$ cat src/rtl/instruction_sequencer.sv
// PC owner and fetch/issue controller: skips NOP words, issues each instruction over valid/ready, waits for done.
// Optional macro SEQ_SINGLE_STEP_EN adds a `step` input for one-instruction passes out of IDLE.
module instruction_sequencer #(
    parameter int ADDR_WIDTH = 8,
    parameter int INSTR_WIDTH = 32,
    parameter logic [ADDR_WIDTH-1:0] RESET_PC = '0
) (
    input  logic                   clock,
    input  logic                   reset_n,
`ifdef SEQ_SINGLE_STEP_EN
    input  logic                   step,
`endif
    input  logic                   run,
    output logic [ADDR_WIDTH-1:0]  imem_address,
    input  logic [INSTR_WIDTH-1:0] imem_instruction,
    output logic [INSTR_WIDTH-1:0] instr,
    output logic                   instr_valid,
    input  logic                   instr_ready,
    input  logic                   done,
    input  logic                   branch_taken,
    input  logic [ADDR_WIDTH-1:0]  branch_target,
    output logic [ADDR_WIDTH-1:0]  pc,
    output logic                   halted,
    output logic [15:0]            retired_count
);

    typedef enum logic [1:0] {
        IDLE,
        FETCH,
        ISSUE,
        EXEC
    } seqState_t;

    seqState_t              state_q, state_d;
    logic [ADDR_WIDTH-1:0]  pc_q, pc_d;
    logic [INSTR_WIDTH-1:0] instr_q, instr_d;
    logic [15:0]            retiredCount_q, retiredCount_d;
    logic                   instrValid_q, instrValid_d;
    logic                   halted_q, halted_d;
    logic                   stepActive;
    logic                   stepStart;

`ifdef SEQ_SINGLE_STEP_EN
    logic stepMode_q, stepMode_d;

    assign stepActive = stepMode_q;
    assign stepStart  = step;
`else
    assign stepActive = 1'b0;
    assign stepStart  = 1'b0;
`endif

    // Next-state logic; a single-step pass keeps going with run low and always ends in IDLE.
    always_comb begin
        state_d        = state_q;
        pc_d           = pc_q;
        instr_d        = instr_q;
        retiredCount_d = retiredCount_q;
`ifdef SEQ_SINGLE_STEP_EN
        stepMode_d     = stepMode_q;
`endif
        unique case (state_q)
            IDLE: begin
                if (run) begin
                    state_d = FETCH;
                end else if (stepStart) begin
                    state_d = FETCH;
`ifdef SEQ_SINGLE_STEP_EN
                    stepMode_d = 1'b1;
`endif
                end
            end
            FETCH: begin
                if (!run && !stepActive) begin
                    state_d = IDLE;
                end else if (imem_instruction == '0) begin
                    pc_d = pc_q + 1'b1;
                end else begin
                    instr_d = imem_instruction;
                    state_d = ISSUE;
                end
            end
            ISSUE: begin
                if (instr_ready) begin
                    state_d = EXEC;
                end
            end
            EXEC: begin
                if (done) begin
                    pc_d           = branch_taken ? branch_target : pc_q + 1'b1;
                    retiredCount_d = retiredCount_q + 16'd1;
                    state_d        = (run && !stepActive) ? FETCH : IDLE;
`ifdef SEQ_SINGLE_STEP_EN
                    stepMode_d     = 1'b0;
`endif
                end
            end
            default: state_d = IDLE;
        endcase
        instrValid_d = (state_d == ISSUE);
        halted_d     = (state_d == IDLE);
    end

    always_ff @(posedge clock or negedge reset_n) begin
        if (!reset_n) begin
            state_q        <= IDLE;
            pc_q           <= RESET_PC;
            instr_q        <= '0;
            retiredCount_q <= '0;
            instrValid_q   <= 1'b0;
            halted_q       <= 1'b1;
`ifdef SEQ_SINGLE_STEP_EN
            stepMode_q     <= 1'b0;
`endif
        end else begin
            state_q        <= state_d;
            pc_q           <= pc_d;
            instr_q        <= instr_d;
            retiredCount_q <= retiredCount_d;
            instrValid_q   <= instrValid_d;
            halted_q       <= halted_d;
`ifdef SEQ_SINGLE_STEP_EN
            stepMode_q     <= stepMode_d;
`endif
        end
    end

    assign imem_address  = pc_q;
    assign pc            = pc_q;
    assign instr         = instr_q;
    assign instr_valid   = instrValid_q;
    assign halted        = halted_q;
    assign retired_count = retiredCount_q;

endmodule

$ cat config.mk
export PLATFORM = sky130hd
export DESIGN_NAME = instruction_sequencer
export DESIGN_NICKNAME = d
export VERILOG_FILES = /design/src/rtl/instruction_sequencer.sv
export SDC_FILE = /design/constraint.sdc
export NUM_CORES = 1
export LEC_CHECK = 0
export ABC_AREA = 0
export CORE_MARGIN = 2
export CORE_UTILIZATION = 39
export CTS_CLUSTER_SIZE = 40
export DETAILED_ROUTE_END_ITERATION = 10
export PLACE_DENSITY = 0.81
export REMOVE_ABC_BUFFERS = 1
export SYNTH_ARGS = -nofsm -noshare
export SYNTH_HDL_FRONTEND = slang
export SYNTH_SLANG_ARGS = --single-unit
$ cat constraint.sdc
create_clock -name clock -period 1.8 [get_ports clock]
set_input_delay 0.18 -clock clock [delete_from_list [all_inputs] [get_ports clock]]
set_output_delay 0.18 -clock clock [all_outputs]
set_load 0.01 [all_outputs]
Word level (Yosys, flattened, before mapping):

Index checks and enable logic that the tools add are counted.

* eq/ne operators: 7
* $add $sub $neg: 2
* mux-type cells: 12
* bitwise logic cells: 1
* reductions and logical operators: 7

Operators by type and width (number)
* 32-bit logical NOT: 1
* 8-bit 2-to-1 mux: 4
* 16-bit by 1-bit adder with 16-bit output, second input constant: 1
* 8-bit one-hot mux with 2 select lines: 1
* 2-bit 2-to-1 mux: 5
* 8-bit by 1-bit adder with 8-bit output, second input constant: 1
* 2-bit one-hot mux with 4 select lines: 1
* 2-bit == test, second input constant: 3
* 2-bit != test, second input constant: 3
* 2-bit logical NOT: 2
* 4-bit AND reduction: 1
* 3-bit AND reduction: 1
* 2-bit by 1-bit == test with 1-bit output, second input constant: 1
* 2-bit AND reduction: 1
* 2-bit nonzero test: 1
* 1-bit 2-to-1 mux: 1
* 1-bit NOT: 1

* input bits: 46
* logic and storage cells: 35
* flip-flop bits (word level): 60
* output and inout port bits: 66

Longest topological paths before layout:

Gate-level depths: netlist of the first run.

* depth in word-level cells: 5
* depth in mapped cells: 7
* depth with buffers taken out: 6

Worst setup path after synthesis of the first run:

OpenSTA, ideal clock, no wires.

* path kind: input to register
* start point: input port imem_instruction[16]
* end point: register instr_q[10], in the netlist instr[10]
* stages on the path: 6
* data arrival time: 1.677 ns
* setup slack: -0.002 ns
* data required time: 1.675 ns
* path buffers: 1
* cell sequence: nor4_1 > nand2_1 > nor4_4 > nor2_4 > buf_6 > mux2_4

* word-level cells in the longest chain between the ends: 3

RTL lines
* from (decl): RTL line 15 `input logic [INSTR_WIDTH-1:0] imem_instruction,`
* 32-bit logical NOT: RTL line 76 `end else if (imem_instruction == '0) begin`
* 1-bit NOT (no line)
* 3-bit AND reduction (no line)
* to (signal assigned): RTL line 118 `instr_q <= instr_d;`
* to (decl): RTL line 36 `logic [INSTR_WIDTH-1:0] instr_q, instr_d;`

No other way between the ends.
A chain may end at the register's enable or synchronous reset.

Final worst setup path of the first run:

* start point: input port imem_instruction[18]
* end point: register pc_q[1], in the netlist imem_address[1]

* word-level cells in the longest chain between the ends: 3

RTL lines
* 32-bit logical NOT: RTL line 76
* 2-bit != test (no line)
* 4-bit AND reduction (no line)
* to (signal assigned): RTL line 117 `pc_q <= pc_d;`
* to (decl): RTL line 35 `logic [ADDR_WIDTH-1:0] pc_q, pc_d;`

No other way between the ends.

==> results of run 1 <==
[where the power goes]
group	internal, W	switching (W)
combinational	0.00182	0.00108
clock	0.000527	0.000497
sequential	0.00186	0.000381
[per-stage QoR]
step	worst slack [ns]	power, W
detailed placement	-0.761	0.00511
global placement	-0.707	0.00503
global route	0.0174	0.00654
floorplan	-0.297	0.00354
finish	0.0857	0.00616
CTS	0.00423	0.00621
[cell usage after synthesis, types with 2 or more instances]
cell type and n:
dfrtp_1 59, mux2_4 28, nand2_1 25, nand3_1 13, xnor2_1 11, buf_4 8, nor4_1 8, a211oi_1 7
and3_1 7, nor2_1 7, clkbuf_1 5, mux2_2 5, nand4_1 4, nor3_1 4, o21ai_0 4, xor2_1 4
a21oi_1 3, buf_6 3, a22oi_1 2, and2_1 2, and4_1 2, ha_1 2, o31ai_1 2, or2_2 2
[layout by cell type (no fill, tap or decap), types with 2 or more instances in the layout]
cell type	count
clkinv_2	4
o31ai_1	2
xnor2_1	11
nor2_4	4
and4_1	2
dlymetal6s2s_1	10
nor3_1	3
ha_1	2
a21oi_1	3
buf_6	2
nand4_1	4
and2_1	2
or2_2	2
and3_1	7
clkbuf_8	10
nor2_1	7
dfrtp_1	59
nand2_1	25
a211oi_1	7
nand3_1	12
dlygate4sd2_1	12
clkdlybuf4s50_1	88
a22oi_1	2
xor2_1	4
o21ai_0	4
mux2_2	5
nor4_2	8
buf_4	27
mux2_4	28
[cell families after synthesis]
| kind of cell | synth area share |
|---|---|
| simple gates | 0.145 |
| flops | 0.529 |
| mux | 0.171 |
| compound gates | 0.0582 |
| buf+inv | 0.0410 |
| xor+xnor | 0.0463 |
| fa+ha+maj | 0.00881 |
[registers in the layout (all words and copies together) (netlist names)]
register and cells:
halted 1, retired_count 16, instr_valid 1, state_q 2
instr 32, imem_address 8
[repair_timing]
item,4_1_cts,5_1_grt
hold buffers,1,0
setup endpoints to repair,43,31
endpoints found under the hold margin,30,0
cloned,4,0
buffers inserted,5,0
gates resized for setup,23,14
pin swaps,12,10
[worst reg2reg max path: cells and delay by family, from the launching register on]
| family | cells | cell delay [ns] |
|---|---|---|
| and+or+nand+nor | 3 | 0.86 |
| DFF | 1 | 0.36 |
| muxes | 1 | 0.34 |
[area by class of cell]
| class | count | area (µm²) |
|---|---|---|
| inverters | 1 | 3.75 |
| well taps | 99 | 124 |
| multi-input cells | 157 | 1320 |
| fillers | 605 | 2650 |
| clock buffers | 11 | 141 |
| flip-flops and latches | 60 | 1500 |
| clock inverters | 5 | 27.5 |
| repair buffers | 142 | 1370 |
[worst max-delay path by stage]
stage                     slack (ns)  depth (start not counted)              end                 start
after global placement         -0.71                          5         instr[5]                   run
after detailed placement       -0.76                          5         instr[2]                   run
after floorplan                -0.30                          4         instr[2]            state_q[0]
after CTS                      0.004                          7  imem_address[1]  imem_instruction[28]
final                           0.09                          7  imem_address[1]  imem_instruction[18]
after global routing            0.02                          7  imem_address[1]  imem_instruction[12]
[metal layers]
layer	up-vias	global-route usage
met2	65	0.319
met1	1139	0.241
met3	5	0.0388
met4	0	0.0611
met5	-	0
li1	1102	-
==> impl_results.md, run 1 <==
* Outcome: completed
* Yosys top cell area share at 0.520
* Setup TNS at 0 ns
* Layout Utilization at 0.629
* Setup violators final at 0
* Top cells by area, synth: dfrtp_1 52%, mux2_4 15%, xnor2_1 3.4%, nand2_1 3.3%, nand3_1 2.3%
* Max Fclk at 583 MHz
* Clock Sinks at 60
* FF+latch count, synth at 60
* Min-delay src: imem_instruction[29]
* Worst reg2reg path depth at 4
* Slowest cell delay on critical path at 0.44 ns
* Cell family with most CP delay: simple AND/OR/NAND/NOR gates
* Ys async rst share at 1.00
* Number of synthesized flops with an enable pin at 0
* Post-synth cell types at 37
* Final slew viol count at 0
* Flop-to-flop setup slack at 0.12 ns
* Area grow syn2layout at 58.1%
* Chip width at 89.3 µm
* Core ar. at 7140 µm²
* Synth Flop Type: dfrtp_1
* First-pass GRT wire length at 11300 µm
* Relative slew slack at 0.726
* Drt first pass iters at 6
* Final hold vios at 0
* WP data arrival at 1.91 ns
* Avg WL per Cell at 15.4 µm
* Hold Worst Slack at 0.162 ns
* Initial drt markers at 46
* H-tree levels at 3
* Initial Util at 0.398
* I/O pin cnt at 112
* CTS Buf Count at 9
* Slowest CP cell: clkdlybuf4s50_1
* Number of diodes at 0
* WL met3 at 295 µm
* Via count of the first global-routing pass at 2309
* M1 WL at 3210 µm
* PortBufs at 111
* Crit path required time at 2.00 ns
* Class of the worst hold path: input port to register
* CTS tree: built
* Power density over cell area at 1370 nW/µm²
* Yosys synthesis warning count at 0
* Placed Area at 4160 µm²
* NumNets Final at 419
* R2R Path Start: state_q[0]
* Sequential-to-total area share from yosys stat at 0.529
* Min cycle time layout at 1.71 ns
* Worst-path clk slew at 0.06 ns
* Vias per inst at 4.87
* Number of buffers and inverters on the critical path at 2
* GPL Wtd Cong at 0.789
* Setup repair after global routing missed its margin: no
* Clk root buf: clkbuf_8
* Crit path max fanout at 4
* Worst IR Drop VDD at 0.000682 V
* Final Instance Area at 4490 µm²
* Startpoint types: input port
* Avg Cell Area, Syn at 12.3 µm²
* GRT Total Usage at 0.188
* DRC viols at 0
* Crit. End Element: register
* Die Span Y at 89.3 µm
* Pin count of the biggest net entering global routing at 30
* Yosys top cell by area: dfrtp_1
* Clock buffer depth at 2
* Hold Path Depth at 2
* Antenna Nets Post-Route at 0
* Mapped Area at 2840 µm²
* Fin cells at 475
* Final WL at 7300 µm
* Initial antenna violation count at 0
* WHS Endpoint: instr[29]
* Clk_skew at 0.0108 ns
* GRT overflow at 0
* Via Count at 2311
* Layout cells sized above 1 at 0.263
* Reg2reg end: instr[31]
* Final cycle utilization of the critical path at 0.952
* Metal2 WL at 3740 µm
* Syn Inst Count at 230
* Clk Latency, worst-skew pair at 0.32 ns
* Rows at 31
* Crit-path cells: clkdlybuf4s50_1, nor4_2, nand2_1, nor4_4, buf_6, a21o_2, mux2_2
* Leakage at 2.04 nW
* Setup CP Type: input port to register
* HPWL after DPL at 5190 µm
* Dpl cells at 449
* Max-cap viol count at 0
* Worst Tran Pin Value at 0.410 ns
* Die area at 7980 µm²
* Top layer in use: met4
(Power assumes the default switching activity.)
==> inputs of run 2 (changes only) <==
--- a/config.mk
+++ b/config.mk
@@ -6,7 +6,7 @@
 export NUM_CORES = 1
 export LEC_CHECK = 0
 export ABC_AREA = 0
-export CORE_MARGIN = 2
+export CORE_MARGIN = 10
 export CORE_UTILIZATION = 39
 export CTS_CLUSTER_SIZE = 40
 export DETAILED_ROUTE_END_ITERATION = 10
==> run 2 against run 1 <==
  * Register-to-register slack better by 0.08 ns
  * Non-clock buffer count shrank 1
  * Setup slack got worse by 0.021 ns
  * Wire length is 17% higher
  * First-iteration DRC count is 61% higher
  * Total power grew 4.0%
  * Via count increased by 2.2%
  * Clock power is 21% higher
  * Critical path type unchanged
  * Largest cell class unchanged
==> impl_results.md, run 2 (same netlist as run 1, synthesis figures left out) <==
* First-pass GRT wire length at 13200 µm (was 11300 µm)
* I/O pin cnt at 112 (unchanged)
* Initial antenna violation count at 0 (unchanged)
* Final cycle utilization of the critical path at 0.964 (was 0.952)
* GPL Wtd Cong at 0.821 (was 0.789)
* Initial Util at 0.396 (was 0.398)
* Class of the worst hold path: input port to register (unchanged)
* Slowest CP cell: clkdlybuf4s50_1 (unchanged)
* Sw frac at 0.315 (was 0.317)
* Crit. End Element: register (unchanged)
* DRC viols at 0 (unchanged)
* Relative slew slack at 0.688 (was 0.726)
* Setup violators final at 0 (unchanged)
* Combinational fraction of design power at 0.457 (was 0.470)
* Crit path max fanout at 4 (unchanged)
* Via count of the first global-routing pass at 2544 (was 2309)
* Crit path required time at 2.02 ns (was 2.00 ns)
* P_int at 0.00439 W (was 0.00421 W)
* Pin count of the biggest net entering global routing at 44 (was 30)
* Outcome: completed (unchanged)
* PortBufs at 111 (unchanged)
* NetSw at 0.00202 W (was 0.00195 W)
* Power density over cell area at 1410 nW/µm² (was 1370 nW/µm²)
* GRT overflow at 0 (unchanged)
* Setup CP Type: input port to register (unchanged)
* Share of power burned in registers at 0.351 (was 0.364)
* Rows at 31 (unchanged)
* Most frequent cells in the layout: 90 x clkdlybuf4s50_1, 59 x dfrtp_1, 28 x mux2_4 (was 88 x clkdlybuf4s50_1, 59 x dfrtp_1, 28 x mux2_4)
* CTS Buf Count at 9 (unchanged)
* Total power at 0.00641 W (was 0.00616 W)
* CTS tree: built (unchanged)
* Antenna Nets Post-Route at 0 (unchanged)
* Setup TNS at 0 ns (unchanged)
* Max Fclk at 576 MHz (was 583 MHz)
* Drt first pass iters at 4 (was 6)
* H-tree levels at 3 (unchanged)
* Leakage at 2.07 nW (was 2.04 nW)
* Clock buffer depth at 2 (unchanged)
* Final WL at 8520 µm (was 7300 µm)
* Clock Sinks at 60 (unchanged)
* Layout cells sized above 1 at 0.255 (was 0.263)
* Min cycle time layout at 1.74 ns (was 1.71 ns)
* Max-cap viol count at 0 (unchanged)
* Via Count at 2362 (was 2311)
* Worst-path clk slew at 0.07 ns (was 0.06 ns)
* Worst IR Drop VDD at 0.000788 V (was 0.000682 V)
* GRT Total Usage at 0.145 (was 0.188)
* Vias per inst at 4.97 (was 4.87)
* Chip width at 105 µm (was 89.3 µm)
* Startpoint types: input port (unchanged)
* Clk root buf: clkbuf_8 (unchanged)
* Clock power share at 0.193 (was 0.166)
* Worst Tran Pin Value at 0.467 ns (was 0.410 ns)
* Crit-path cells: clkdlybuf4s50_1, nor4_2, nand2_1, nor4_4, buf_6, a21o_4, mux2_2 (was clkdlybuf4s50_1, nor4_2, nand2_1, nor4_4, buf_6, a21o_2, mux2_2)
* Max reg flops at 32 (unchanged)
* Die Span Y at 105 µm (was 89.3 µm)
* Core ar. at 7180 µm² (was 7140 µm²)
* Avg WL per Cell at 17.9 µm (was 15.4 µm)
* HPWL after DPL at 5920 µm (was 5190 µm)
* Final hold vios at 0 (unchanged)
* Clk_skew at 0.00604 ns (was 0.0108 ns)
* Initial drt markers at 74 (was 46)
* Commonest non-fill, non-tap cell in the layout: clkdlybuf4s50_1 (unchanged)
* Area grow syn2layout at 59.7% (was 58.1%)
* NumNets Final at 419 (unchanged)
* Final slew viol count at 0 (unchanged)
* Die area at 11100 µm² (was 7980 µm²)
* WP data arrival at 1.95 ns (was 1.91 ns)
* Number of diodes at 0 (unchanged)
* Clk Latency, worst-skew pair at 0.33 ns (was 0.32 ns)
* Slowest cell delay on critical path at 0.45 ns (was 0.44 ns)
## run 2: cell types whose count changed in the layout (fill, tap and decap cells not counted), sizes merged
cell,change
clkbuf,+1
buf,-1
clkdlybuf4s50,+2
dlygate4sd2,-4
bufinv,+1
dlymetal6s2s,+2
clkinv,-2
nor2,+1
## run 2: metal layers
metal | vias up | GRT usage | part of all wire
li1 | 1109 | - | -
met1 | 1158 | 0.169 | 0.42
met2 | 89 | 0.237 | 0.49
met3 | 6 | 0.0585 | 0.078
met4 | 0 | 0.0471 | 0.0087
met5 | - | 0 | 0
## run 2: critical path, delay by kind of cell
family,cells,cell delay [ns]
AOI/OAI and AO/OA,1,0.12
buffers and inverters,2,0.62
muxes,1,0.32
and+or+nand+nor,3,0.72
## run 2: worst paths after layout
check	startpoint	slack, ns	to	cells past startpoint
worst min-delay path	imem_instruction[6]	0.15	instr[6]	2
worst max-delay path	imem_instruction[11]	0.06	imem_address[1]	7
min in group asynchronous	reset_n	0.31	instr[1]	2
worst max register to register	imem_address[0]	0.20	imem_address[4]	5
max in group asynchronous	reset_n	0.84	halted	3
worst min register to register	retired_count[15]	0.47	retired_count[15]	1
## run 2: power by group through the flow
stage	combinational [W]	sequential (W)	clock, W
global route	0.00313	0.00233	0.00134
detailed placement	0.00289	0.00225	0
finish	0.00293	0.00225	0.00123
global placement	0.00283	0.00224	0
floorplan	0.00106	0.00248	0
CTS	0.00292	0.00225	0.00127
## run 2: per-stage QoR
step | hold WS, ns | util | worst slack [ns] | instance area [µm²] | cells
floorplan | -0.116 | - | -0.297 | 2730 | 214
global placement | 0.132 | 0.578 | -0.720 | 4150 | 448
detailed placement | 0.148 | 0.578 | -0.766 | 4150 | 448
CTS | 0.242 | 0.618 | -0.00134 | 4430 | 471
global route | 0.144 | 0.632 | -0.0384 | 4540 | 475
finish | 0.151 | 0.632 | 0.0646 | 4540 | 475
## run 2: final cells by class
| class | instances | area (µm²) |
|---|---|---|
| flip-flops and latches | 60 | 1500 |
| inverters | 1 | 3.75 |
| repair buffers | 141 | 1380 |
| fillers | 572 | 2640 |
| well taps | 99 | 124 |
| clock inverters | 4 | 47.5 |
| multi-input cells | 158 | 1330 |
| clock buffers | 12 | 155 |
## run 2: repair_timing
| item | 4_1_cts | 5_1_grt |
|---|---|---|
| pin swaps | 4 | 13 |
| hold endpoints to repair | 17 | 0 |
| setup buffers | 5 | 0 |
| resized for setup | 15 | 21 |
| hold buffers | 1 | 0 |
| setup endpoints to repair | 41 | 40 |
| gates cloned | 1 | 4 |
==> inputs of run 3 (changes only) <==
--- a/config.mk
+++ b/config.mk
@@ -6,11 +6,10 @@
 export NUM_CORES = 1
 export LEC_CHECK = 0
 export ABC_AREA = 0
-export CORE_MARGIN = 10
-export CORE_UTILIZATION = 39
+export CORE_UTILIZATION = 44
 export CTS_CLUSTER_SIZE = 40
 export DETAILED_ROUTE_END_ITERATION = 10
-export PLACE_DENSITY = 0.81
+export PLACE_DENSITY = 0.86
 export REMOVE_ABC_BUFFERS = 1
 export SYNTH_ARGS = -nofsm -noshare
 export SYNTH_HDL_FRONTEND = slang
==> constraint.sdc (replaced) <==
create_clock -name clock -period 1.92 [get_ports clock]
set_input_delay 0.192 -clock clock [delete_from_list [all_inputs] [get_ports clock]]
set_output_delay 0.192 -clock clock [all_outputs]
set_load 0.01 [all_outputs]
==> run 3 against run 2 <==
  * Die area decreased by 39%
  * Core utilization up 8.6 points
  * Clock power down 9%
  * Sequential power decreased by 4%
  * First-iteration DRC count up 42%
  * Sequential share of layout area is 1.4 points higher
  * Setup slack lost 0.025 ns
  * Global-route usage up 7.1 points
  * Non-clock buffer count fell by 6
  * Highest routed layer unchanged
==> impl_results.md, run 3 (same netlist as run 1, synthesis figures left out) <==
* Setup violators final at 0 (unchanged)
* CTS Buf Count at 9 (unchanged)
* Storage element area at 1500 µm² (unchanged)
* Crit path required time at 2.14 ns (was 2.02 ns)
* Max-cap viol count at 0 (unchanged)
* Vias per inst at 5.22 (was 4.97)
* Chip width at 82.3 µm (was 105 µm)
* Fin cells at 440 (was 475)
* Clk Latency, worst-skew pair at 0.34 ns (was 0.33 ns)
* Pin count of the biggest net entering global routing at 33 (was 44)
* PortBufs at 111 (unchanged)
* Startpoint types: input port (unchanged)
* Min cycle time layout at 1.88 ns
* HPWL after DPL at 5120 µm (was 5920 µm)
* Final WL at 6950 µm (was 8520 µm)
* GPL Wtd Cong at 0.777 (was 0.821)
* Multi-input gate area at 1240 µm² (was 1330 µm²)
* Filler instances at 434 (was 572)
* I/O pin cnt at 112 (unchanged)
* Clock power share at 0.189 (was 0.193)
* Initial drt markers at 105 (was 74)
* Most frequent cells in the layout: 110 x clkdlybuf4s50_1, 59 x dfrtp_1, 28 x mux2_4 (was 90 x clkdlybuf4s50_1, 59 x dfrtp_1, 28 x mux2_4)
* Commonest non-fill, non-tap cell in the layout: clkdlybuf4s50_1 (unchanged)
* WP data arrival at 2.10 ns (was 1.95 ns)
* Avg WL per Cell at 15.8 µm (was 17.9 µm)
* Leakage at 1.89 nW (was 2.07 nW)
* GRT Total Usage at 0.216 (was 0.145)
* Die area at 6780 µm² (was 11100 µm²)
* Clk_skew at 0.00944 ns (was 0.00604 ns)
* Antenna Nets Post-Route at 0 (unchanged)
* First-pass GRT wire length at 10800 µm (was 13200 µm)
* Crit path max fanout at 18 (was 4)
* Worst Tran Pin Value at 0.512 ns (was 0.467 ns)
* Crit. End Element: register (unchanged)
* Via Count at 2297 (was 2362)
* Outcome: completed (unchanged)
* Relative slew slack at 0.658 (was 0.688)
* Max reg flops at 32 (unchanged)
* Worst IR Drop VDD at 0.000882 V (was 0.000788 V)
* NumNets Final at 408 (was 419)
* H-tree levels at 3 (unchanged)
* Worst-path clk slew at 0.07 ns (about the same)
* Drt first pass iters at 4 (unchanged)
* Share of power burned in registers at 0.364 (was 0.351)
* Dpl cells at 421 (was 448)
* Power density over cell area at 1350 nW/µm² (was 1410 nW/µm²)
* Final slew viol count at 0 (unchanged)
* Setup CP Type: input port to register (unchanged)
* Rows at 28 (was 31)
* Core ar. at 6060 µm² (was 7180 µm²)
* Final Instance Area at 4350 µm² (was 4540 µm²)
* DRC viols at 0 (unchanged)
* Placed Area at 4110 µm² (was 4150 µm²)
* NetSw at 0.00182 W (was 0.00202 W)
* Die Span Y at 82.3 µm (was 105 µm)
* CTS tree: built (unchanged)
* Class of the worst hold path: input port to asynchronous set/reset pin (was input port to register)
* GRT overflow at 0 (unchanged)
* Sw frac at 0.309 (was 0.315)
* P_int at 0.00407 W (was 0.00439 W)
* Clock buffer depth at 2 (unchanged)
* Combinational fraction of design power at 0.446 (was 0.457)
* Final cycle utilization of the critical path at 0.979
* Initial Util at 0.469 (was 0.396)
* Layout cells sized above 1 at 0.219 (was 0.255)
* Clk root buf: clkbuf_8 (unchanged)
* Layout Utilization at 0.718 (was 0.632)
* Number of diodes at 0 (unchanged)
* Clock Sinks at 60 (unchanged)
* Final hold vios at 0 (unchanged)
* Max Fclk at 532 MHz
* Area grow syn2layout at 53.1% (was 59.7%)
* Via count of the first global-routing pass at 2228 (was 2544)
* Initial antenna violation count at 0 (unchanged)
[run 3: repair_timing]
item | 4_1_cts | 5_1_grt
hold endpoints to repair | 59 | 0
setup buffers | 0 | 2
resized for setup | 0 | 3
hold buffers | 1 | 0
setup endpoints to repair | 0 | 36
[run 3: power groups by stage]
stage | clock network, W | registers (W) | logic (W)
after CTS | 0.00115 | 0.00215 | 0.00265
after global routing | 0.00120 | 0.00220 | 0.00281
final | 0.00112 | 0.00215 | 0.00263
after global placement | 0 | 0.00213 | 0.00256
after floorplan | 0 | 0.00232 | 0.000995
after detailed placement | 0 | 0.00215 | 0.00263
[run 3: through the flow]
step                worst slack, ns  total power [W]  hold WS [ns]  setup TNS [ns]
finish                       0.0396          0.00589         0.406               0
global route                -0.0472          0.00621         0.389          -0.751
CTS                          0.0493          0.00594         0.388               0
detailed placement           -0.309          0.00479         0.229          -11.52
global placement             -0.277          0.00469         0.225          -10.39
floorplan                    -0.177          0.00332        -0.104           -3.94
[run 3: final timing paths]
kind / slack (ns) / to / from / depth (start not counted)
max in group asynchronous: 1.19 / imem_address[6] / reset_n / 3
worst min-delay path: 0.41 / instr[6] / reset_n / 3
worst min register to register: 0.49 / retired_count[15] / retired_count[15] / 1
worst max-delay path: 0.04 / instr[21] / imem_instruction[24] / 8
min in group clock: 0.41 / halted / run / 2
worst max register to register: 0.21 / instr[5] / state_q[0] / 5
[run 3: final cells by class]
class                      count  share of cell area
multi-input combinational    153               0.285
sequential                    60               0.346
tap                           75              0.0216
timing repair buffer         135               0.302
clock buffer                  12              0.0334
inverter                       1            0.000863
clock inverter                 4              0.0115
[run 3: worst max-delay path: stages]
cell and delay [ns]:
clkdlybuf4s50_1 0.46, nor4_2 0.33, nand2_1 0.16, nor4_4 0.26, buf_4 0.18, nor2_4 0.06, buf_12 0.16, mux2_4 0.30
[run 3: metal layers]
metal  share of wire  vias up  track usage
met1            0.43     1123        0.259
met5               0        -            0
met3           0.061        9       0.0681
met4           0.012        0       0.0754
li1                -     1080            -
met2            0.50       85        0.365
